==> config.mk <==
export PLATFORM = sky130hd
export DESIGN_NAME = hdmi_rx_unpack
export DESIGN_NICKNAME = d
export VERILOG_FILES = /design/src/rtl/hdmi_rx_unpack.sv
export SDC_FILE = /design/constraint.sdc
export NUM_CORES = 1
export LEC_CHECK = 0
export BUFFER_PORTS_ARGS = -buffer_cell sky130_fd_sc_hd__buf_2
export CAP_MARGIN = 0
export CORE_MARGIN = 8
export CORE_UTILIZATION = 55
export CTS_CLUSTER_SIZE = 40
export DETAILED_ROUTE_END_ITERATION = 6
export PLACE_DENSITY = 0.85
export SYNTH_ARGS = -nofsm -noshare
export SYNTH_HDL_FRONTEND = slang
export SYNTH_SLANG_ARGS = --single-unit
==> constraint.sdc <==
create_clock -name tx_clk -period 5.6 [get_ports tx_clk]
set_input_delay 0.56 -clock tx_clk [delete_from_list [all_inputs] [get_ports tx_clk]]
set_output_delay 0.56 -clock tx_clk [all_outputs]
set_load 0.02 [all_outputs]
==> src/rtl/hdmi_rx_unpack.sv <==
// GT RX video unpacker: recovers byte alignment from the comma, decodes framing control
// words and emits a frame-sync pulse plus a line-gated 32-bit pixel-pair stream.
module hdmi_rx_unpack #(
    parameter int unsigned LOCK_CNT   = 16,
    parameter int unsigned UNLOCK_CNT = 4,
    parameter logic [7:0]  K_CHAR     = 8'hBC
) (
    input  logic        rst,
    input  logic        tx_clk,
    input  logic [31:0] gt_rx_data,
    input  logic [3:0]  gt_rx_ctrl,
    input  logic [15:0] expected_width,
    output logic        vout_vs,
    output logic        vout_de,
    output logic [31:0] vout_data,
    output logic [15:0] line_cnt,
    output logic        locked,
    output logic [1:0]  lane,
    output logic        len_err,
    output logic        proto_err
);
    // Output stream: vout_de qualifies vout_data for exactly one cycle per word; there is
    // no backpressure, the downstream FIFO must accept every word presented with vout_de=1.

    localparam int CW = $clog2(LOCK_CNT + 1);
    localparam int UW = $clog2(UNLOCK_CNT + 1);

    localparam logic [23:0] C_SYNC0  = 24'hFF0000;
    localparam logic [23:0] C_SYNC1  = 24'hFF0001;
    localparam logic [23:0] C_LSTART = 24'hFF0002;
    localparam logic [23:0] C_LEND   = 24'hFF0003;
    localparam logic [23:0] C_IDLE_A = 24'hFF5555;
    localparam logic [23:0] C_IDLE_B = 24'hFFAAAA;

    typedef enum logic {
        S_UNLOCKED,
        S_LOCKED
    } lock_state_t;

    typedef enum logic [1:0] {
        P_IDLE,
        P_SYNC_SEEN,
        P_LINE
    } parse_state_t;

    lock_state_t  lock_state;
    parse_state_t parse_state;

    logic [31:0] rx_d1, rx_d2;
    logic [3:0]  ctrl_d1, ctrl_d2;

    logic [CW-1:0] comma_cnt;
    logic [CW-1:0] comma_next;
    logic [1:0]    cand_lane;
    logic [UW-1:0] bad_cnt;
    logic [15:0]   word_cnt;

    logic        raw_onehot;
    logic [1:0]  raw_lane;
    logic [7:0]  raw_kbyte;
    logic        raw_comma;
    logic        raw_bad;

    logic [31:0] a_word;
    logic [3:0]  a_ctrl;
    logic        a_is_data;
    logic        a_is_k;
    logic        is_sync0, is_sync1, is_lstart, is_lend, is_idle;
    logic        a_known;
    logic        a_bad;
    logic        lock_drop;
    logic [15:0] req_words;
    logic [15:0] word_cnt_inc;

    always_ff @(posedge tx_clk or posedge rst) begin
        if (rst) begin
            rx_d1   <= '0;
            rx_d2   <= '0;
            ctrl_d1 <= '0;
            ctrl_d2 <= '0;
        end else begin
            rx_d1   <= gt_rx_data;
            rx_d2   <= rx_d1;
            ctrl_d1 <= gt_rx_ctrl;
            ctrl_d2 <= ctrl_d1;
        end
    end

    // Comma search runs on the raw GT word so lock can be found in any byte lane.
    always_comb begin
        raw_onehot = 1'b1;
        raw_lane   = 2'd0;
        raw_kbyte  = gt_rx_data[7:0];
        case (gt_rx_ctrl)
            4'b0001: begin raw_lane = 2'd0; raw_kbyte = gt_rx_data[7:0];   end
            4'b0010: begin raw_lane = 2'd1; raw_kbyte = gt_rx_data[15:8];  end
            4'b0100: begin raw_lane = 2'd2; raw_kbyte = gt_rx_data[23:16]; end
            4'b1000: begin raw_lane = 2'd3; raw_kbyte = gt_rx_data[31:24]; end
            default: raw_onehot = 1'b0;
        endcase
        raw_comma = raw_onehot && (raw_kbyte == K_CHAR);
        raw_bad   = (gt_rx_ctrl != 4'b0000) && !raw_comma;
    end

    always_comb begin
        if ((cand_lane == raw_lane) && (comma_cnt != '0)) begin
            comma_next = comma_cnt + 1'b1;
        end else begin
            comma_next = CW'(1);
        end
    end

    // The aligned word straddles the two delayed words: low bytes come from the older one.
    always_comb begin
        a_word = rx_d2;
        a_ctrl = ctrl_d2;
        case (lane)
            2'd1: begin
                a_word = {rx_d1[7:0], rx_d2[31:8]};
                a_ctrl = {ctrl_d1[0], ctrl_d2[3:1]};
            end
            2'd2: begin
                a_word = {rx_d1[15:0], rx_d2[31:16]};
                a_ctrl = {ctrl_d1[1:0], ctrl_d2[3:2]};
            end
            2'd3: begin
                a_word = {rx_d1[23:0], rx_d2[31:24]};
                a_ctrl = {ctrl_d1[2:0], ctrl_d2[3]};
            end
            default: ;
        endcase
    end

    always_comb begin
        a_is_data = (a_ctrl == 4'b0000);
        a_is_k    = (a_ctrl == 4'b0001) && (a_word[7:0] == K_CHAR);
        is_sync0  = a_is_k && (a_word[31:8] == C_SYNC0);
        is_sync1  = a_is_k && (a_word[31:8] == C_SYNC1);
        is_lstart = a_is_k && (a_word[31:8] == C_LSTART);
        is_lend   = a_is_k && (a_word[31:8] == C_LEND);
        is_idle   = a_is_k && ((a_word[31:8] == C_IDLE_A) || (a_word[31:8] == C_IDLE_B));
        a_known   = is_sync0 || is_sync1 || is_lstart || is_lend || is_idle;
        a_bad     = !a_is_data && !a_known;
        lock_drop = (lock_state == S_LOCKED) && a_bad && (bad_cnt == UW'(UNLOCK_CNT - 1));
    end

    assign req_words    = expected_width >> 1;
    assign word_cnt_inc = (word_cnt == 16'hFFFF) ? word_cnt : word_cnt + 16'd1;

    always_ff @(posedge tx_clk or posedge rst) begin
        if (rst) begin
            lock_state <= S_UNLOCKED;
            comma_cnt  <= '0;
            cand_lane  <= 2'd0;
            bad_cnt    <= '0;
            lane       <= 2'd0;
            locked     <= 1'b0;
        end else begin
            case (lock_state)
                S_UNLOCKED: begin
                    if (raw_comma) begin
                        cand_lane <= raw_lane;
                        if (comma_next == CW'(LOCK_CNT)) begin
                            lock_state <= S_LOCKED;
                            lane       <= raw_lane;
                            locked     <= 1'b1;
                            comma_cnt  <= '0;
                            bad_cnt    <= '0;
                        end else begin
                            comma_cnt <= comma_next;
                        end
                    end else if (raw_bad) begin
                        comma_cnt <= '0;
                    end
                end
                S_LOCKED: begin
                    if (lock_drop) begin
                        lock_state <= S_UNLOCKED;
                        locked     <= 1'b0;
                        comma_cnt  <= '0;
                        bad_cnt    <= '0;
                    end else if (a_bad) begin
                        bad_cnt <= bad_cnt + 1'b1;
                    end else if (a_known) begin
                        bad_cnt <= '0;
                    end
                end
                default: lock_state <= S_UNLOCKED;
            endcase
        end
    end

    always_ff @(posedge tx_clk or posedge rst) begin
        if (rst) begin
            parse_state <= P_IDLE;
            word_cnt    <= '0;
            line_cnt    <= '0;
            vout_vs     <= 1'b0;
            vout_de     <= 1'b0;
            vout_data   <= '0;
            len_err     <= 1'b0;
            proto_err   <= 1'b0;
        end else begin
            vout_vs   <= 1'b0;
            vout_de   <= 1'b0;
            len_err   <= 1'b0;
            proto_err <= 1'b0;
            if (lock_state != S_LOCKED) begin
                parse_state <= P_IDLE;
            end else begin
                case (parse_state)
                    P_IDLE: begin
                        if (is_sync0) begin
                            parse_state <= P_SYNC_SEEN;
                        end else if (is_lstart) begin
                            parse_state <= P_LINE;
                            word_cnt    <= '0;
                        end else if (!is_idle) begin
                            proto_err <= 1'b1;
                        end
                    end
                    P_SYNC_SEEN: begin
                        if (is_sync1) begin
                            vout_vs     <= 1'b1;
                            line_cnt    <= '0;
                            parse_state <= P_IDLE;
                        end else begin
                            // Broken sync pair: flag it, then treat this word as if seen in IDLE.
                            proto_err <= 1'b1;
                            if (is_sync0) begin
                                parse_state <= P_SYNC_SEEN;
                            end else if (is_lstart) begin
                                parse_state <= P_LINE;
                                word_cnt    <= '0;
                            end else begin
                                parse_state <= P_IDLE;
                            end
                        end
                    end
                    P_LINE: begin
                        if (a_is_data) begin
                            vout_de   <= 1'b1;
                            vout_data <= a_word;
                            word_cnt  <= word_cnt_inc;
                        end else if (is_lend) begin
                            parse_state <= P_IDLE;
                            line_cnt    <= line_cnt + 16'd1;
                            len_err     <= (word_cnt != req_words);
                        end else if (is_sync0) begin
                            proto_err   <= 1'b1;
                            parse_state <= P_SYNC_SEEN;
                        end else begin
                            proto_err   <= 1'b1;
                            parse_state <= P_IDLE;
                        end
                    end
                    default: parse_state <= P_IDLE;
                endcase
                if (lock_drop) begin
                    parse_state <= P_IDLE;
                    if (parse_state == P_LINE) begin
                        proto_err <= 1'b1;
                    end
                end
            end
        end
    end

endmodule

==> flow_metrics.env <==
export IMPL_status="completed"
export IMPL_crit_required_ps=5960
export IMPL_grt_max_degree=108
export IMPL_drcViolationCount=0
export IMPL_n_fill_cell=949
export IMPL_drv_cap=0
export IMPL_grtUsageTotal_pct=21.3
export IMPL_ys_types=60
export IMPL_worst_ep_arrival_time_ps=4720
export IMPL_max_freq_ghz=0.229
export IMPL_wl_per_cell_um=20.7
export IMPL_slowest_stage="dfrtp_1"
export IMPL_syn_instance_count=602
export IMPL_die_w_um=131
export IMPL_setup_viol=0
export IMPL_synth_edf_count=0
export IMPL_clockBufferDepth=2
export IMPL_fin_crit_sh_pct=77.9
export IMPL_areaGrowthSynthToFinish_pct=16.8
export IMPL_p_per_area_nw_per_um2=297
export IMPL_post_dp_hpwl_um=12900
export IMPL_hold_slack_ps=246
export IMPL_synth_top_area_cell="dfrtp_1"
export IMPL_clockRootBuffer="clkbuf_16"
export IMPL_async_reset_ff_share_pct=100
export IMPL_drtAntennaViolNets=0
export IMPL_start_util_pct=55.8
export IMPL_slew_headroom_pct=28.8
export IMPL_dp_cells=858
export IMPL_cts_setup_buffers=0
export IMPL_hp_class="in -> reg"
export IMPL_ys_warn_count=0
export IMPL_cts_tree="yes"
export IMPL_io_pins=109
export IMPL_htree_levels=4
export IMPL_synth_area_leaders="dfrtp_1 (53%), mux4_2 (8.6%), mux2_2 (6.0%)"
export IMPL_clkPwrFrac_pct=45.5
export IMPL_clock_sinks=156
export IMPL_grt_pass1_wl_um=29500
export IMPL_grt_pass1_vias=5726
export IMPL_viasPerCell=6.36
export IMPL_rsz0062_at_grt="false"
export IMPL_max_stage_delay_ps=1050
export IMPL_drive_gt1_share_pct=30.7
export IMPL_p_sw_uw=666
export IMPL_worstSetupPathType="reg -> reg"
export IMPL_min_period_ps=4360
export IMPL_rows=42
export IMPL_postCtsHoldBufs=0
export IMPL_critPathLaunchType="register"
export IMPL_vdd_drop_max_mv=0.239
export IMPL_synthFlopType="dfrtp_1"
export IMPL_synthTopCellsByCount="dfrtp_1 (156), mux2_2 (39), o21ai_0 (39), nand2_1 (33), nor2_1 (32)"
export IMPL_crit_chain="buf_4 -> mux4_1 -> or4_4 -> nor4_4 -> nand2_2 -> or4b_1 -> or4_1 -> a21oi_1"
export IMPL_first_pass_iters=5
export IMPL_coreArea_um2=13100
export IMPL_drt_total_wl_um=18400
export IMPL_p_comb_share_pct=7.0
export IMPL_power_leakage_nw=3.88
export IMPL_syn_num_nets=662
export IMPL_instances_no_fill=890
export IMPL_worst_pin_slew_ps=1070
export IMPL_tns_ps=0
export IMPL_hold_violations=0
export IMPL_gp_congestion=0.853
export IMPL_drtIter0Drc=404
export IMPL_p_int_mw=1.88
export IMPL_ys_ff_latch=156
export IMPL_ys_seq_area_share_pct=53.3
export IMPL_clock_skew_ps=11.2
export IMPL_numCtsBuffers=17
export IMPL_vias=5656
export IMPL_dieArea_um2=17300
export IMPL_p_seq_share_pct=47.5
export IMPL_synth_most_common_cell="dfrtp_1"
export IMPL_drv_slew=0
export IMPL_cp_end_kind="register"
export IMPL_netSwitchingFraction_pct=26.2
export IMPL_nNetsFinal=761
export IMPL_antenna_found_initial=0
export IMPL_clkLatencyLatePin_ps=430
export IMPL_dieHeight_um=131
export IMPL_syn_area_per_cell_um2=12.2
export IMPL_path_max_fanout=24
export IMPL_port_buffer_count=107
export IMPL_overflow=0
export IMPL_synth_top_area_share_pct=53.3
export IMPL_cts_resized=0
export IMPL_synth_area_um2=7330
export IMPL_clkTransAtPathRegs_ps=70
export IMPL_diodes=0
[path summary, 6_finish.rpt]
check                                from            end  slack, ps  cells past startpoint
max                               lane[1]   line_cnt[10]       1240                      8
min                        gt_rx_data[31]      rx_d1[31]        250                      1
max reg2reg                       lane[1]   line_cnt[10]       1240                      8
min reg2reg                     rx_d1[25]      rx_d2[25]        340                      0
max in group asynchronous             rst    line_cnt[1]       4090                      3
min in group asynchronous             rst  vout_data[23]        340                      2
[layout by cell type, fill, tap and decap left out, drive strengths merged, types with 4 or more instances in the layout]
cell | synthesis | final
buf | 13 | 110
clkbuf | 17 | 17
nand3 | 18 | 18
nand4 | 12 | 12
nor2b | 4 | 4
xor2 | 16 | 16
mux2 | 39 | 39
a21oi | 25 | 25
a31oi | 4 | 4
nand2b | 9 | 9
ha | 6 | 6
or4 | 14 | 14
nand3b | 8 | 8
and3 | 7 | 7
inv | 18 | 31
o21ai | 39 | 39
and2 | 5 | 5
o211ai | 7 | 7
and4 | 4 | 4
or3 | 6 | 6
nor4 | 10 | 10
nor3 | 16 | 16
mux4 | 32 | 32
nor2 | 32 | 32
nand2 | 34 | 34
o22ai | 4 | 4
dfrtp | 156 | 156
[flip-flops by register name (all words and copies together) (netlist names)]
| name | flops |
|---|---|
| line_cnt | 16 |
| cand_lane | 2 |
| vout_data | 32 |
| rx_d2 | 32 |
| ctrl_d1 | 4 |
| len_err | 1 |
| lane | 2 |
| parse_state | 2 |
| proto_err | 1 |
| vout_de | 1 |
| comma_cnt | 5 |
| vout_vs | 1 |
| ctrl_d2 | 4 |
| bad_cnt | 3 |
| locked | 1 |
| rx_d1 | 32 |
| word_cnt | 16 |
| lock_state | 1 |
[logic make-up (layout without fill, tap and decap cells)]
family	after synthesis	in the layout	synth area share (%)
flops	156	156	53.3
mux	74	74	16.4
xor+xnor	19	19	2.27
buf+inv	48	160	2.89
compound gates	107	107	9.02
simple gates	192	192	15.1
fa+ha+maj	6	6	1.02
[critical path: cells and delay by family (launching register included)]
| family | cells | cell delay, ps |
|---|---|---|
| mux | 1 | 390 |
| buf+inv | 1 | 400 |
| compound gates | 1 | 150 |
| flops | 1 | 1050 |
| simple gates | 5 | 2290 |
[power by group through the flow]
stage | combinational, mW | clock [mW] | sequential, mW
2_1_floorplan | 0.113 | 0 | 1.21
3_3_place_gp | 0.161 | 0 | 1.22
3_5_place_dp | 0.174 | 0 | 1.23
4_1_cts | 0.179 | 1.17 | 1.21
5_1_grt | 0.195 | 1.21 | 1.21
6_report | 0.178 | 1.16 | 1.21
[metrics by stage]
stage | utilization (%) | area [um^2] | setup slack [ps] | power (mW)
after floorplan | - | 7330 | 833 | 1.33
after global placement | 60.6 | 7970 | 1390 | 1.38
after detailed placement | 60.6 | 7970 | 1250 | 1.40
after CTS | 65.1 | 8560 | 1220 | 2.55
after global routing | 65.1 | 8560 | 978 | 2.62
final | 65.1 | 8560 | 1240 | 2.55
[routing by layer]
metal,wire length [um],GRT usage [%],up-vias
met5,0,0,-
li1,-,-,2459
met1,7180,25.7,2853
met3,1550,6.02,47
met2,9240,35.1,297
met4,446,9.13,0
[layout make-up]
cell class / count / area [um^2] / share of cell area (%)
Clock inverter: 15 / 164 / 1.92
Sequential cell: 156 / 3910 / 45.6
Inverter: 18 / 72.6 / 0.848
Tap cell: 176 / 220 / 2.57
Multi-Input combinational cell: 398 / 3210 / 37.5
Clock buffer: 17 / 425 / 4.97
Timing Repair Buffer: 110 / 558 / 6.52
Power figures use the tool's default switching activity.
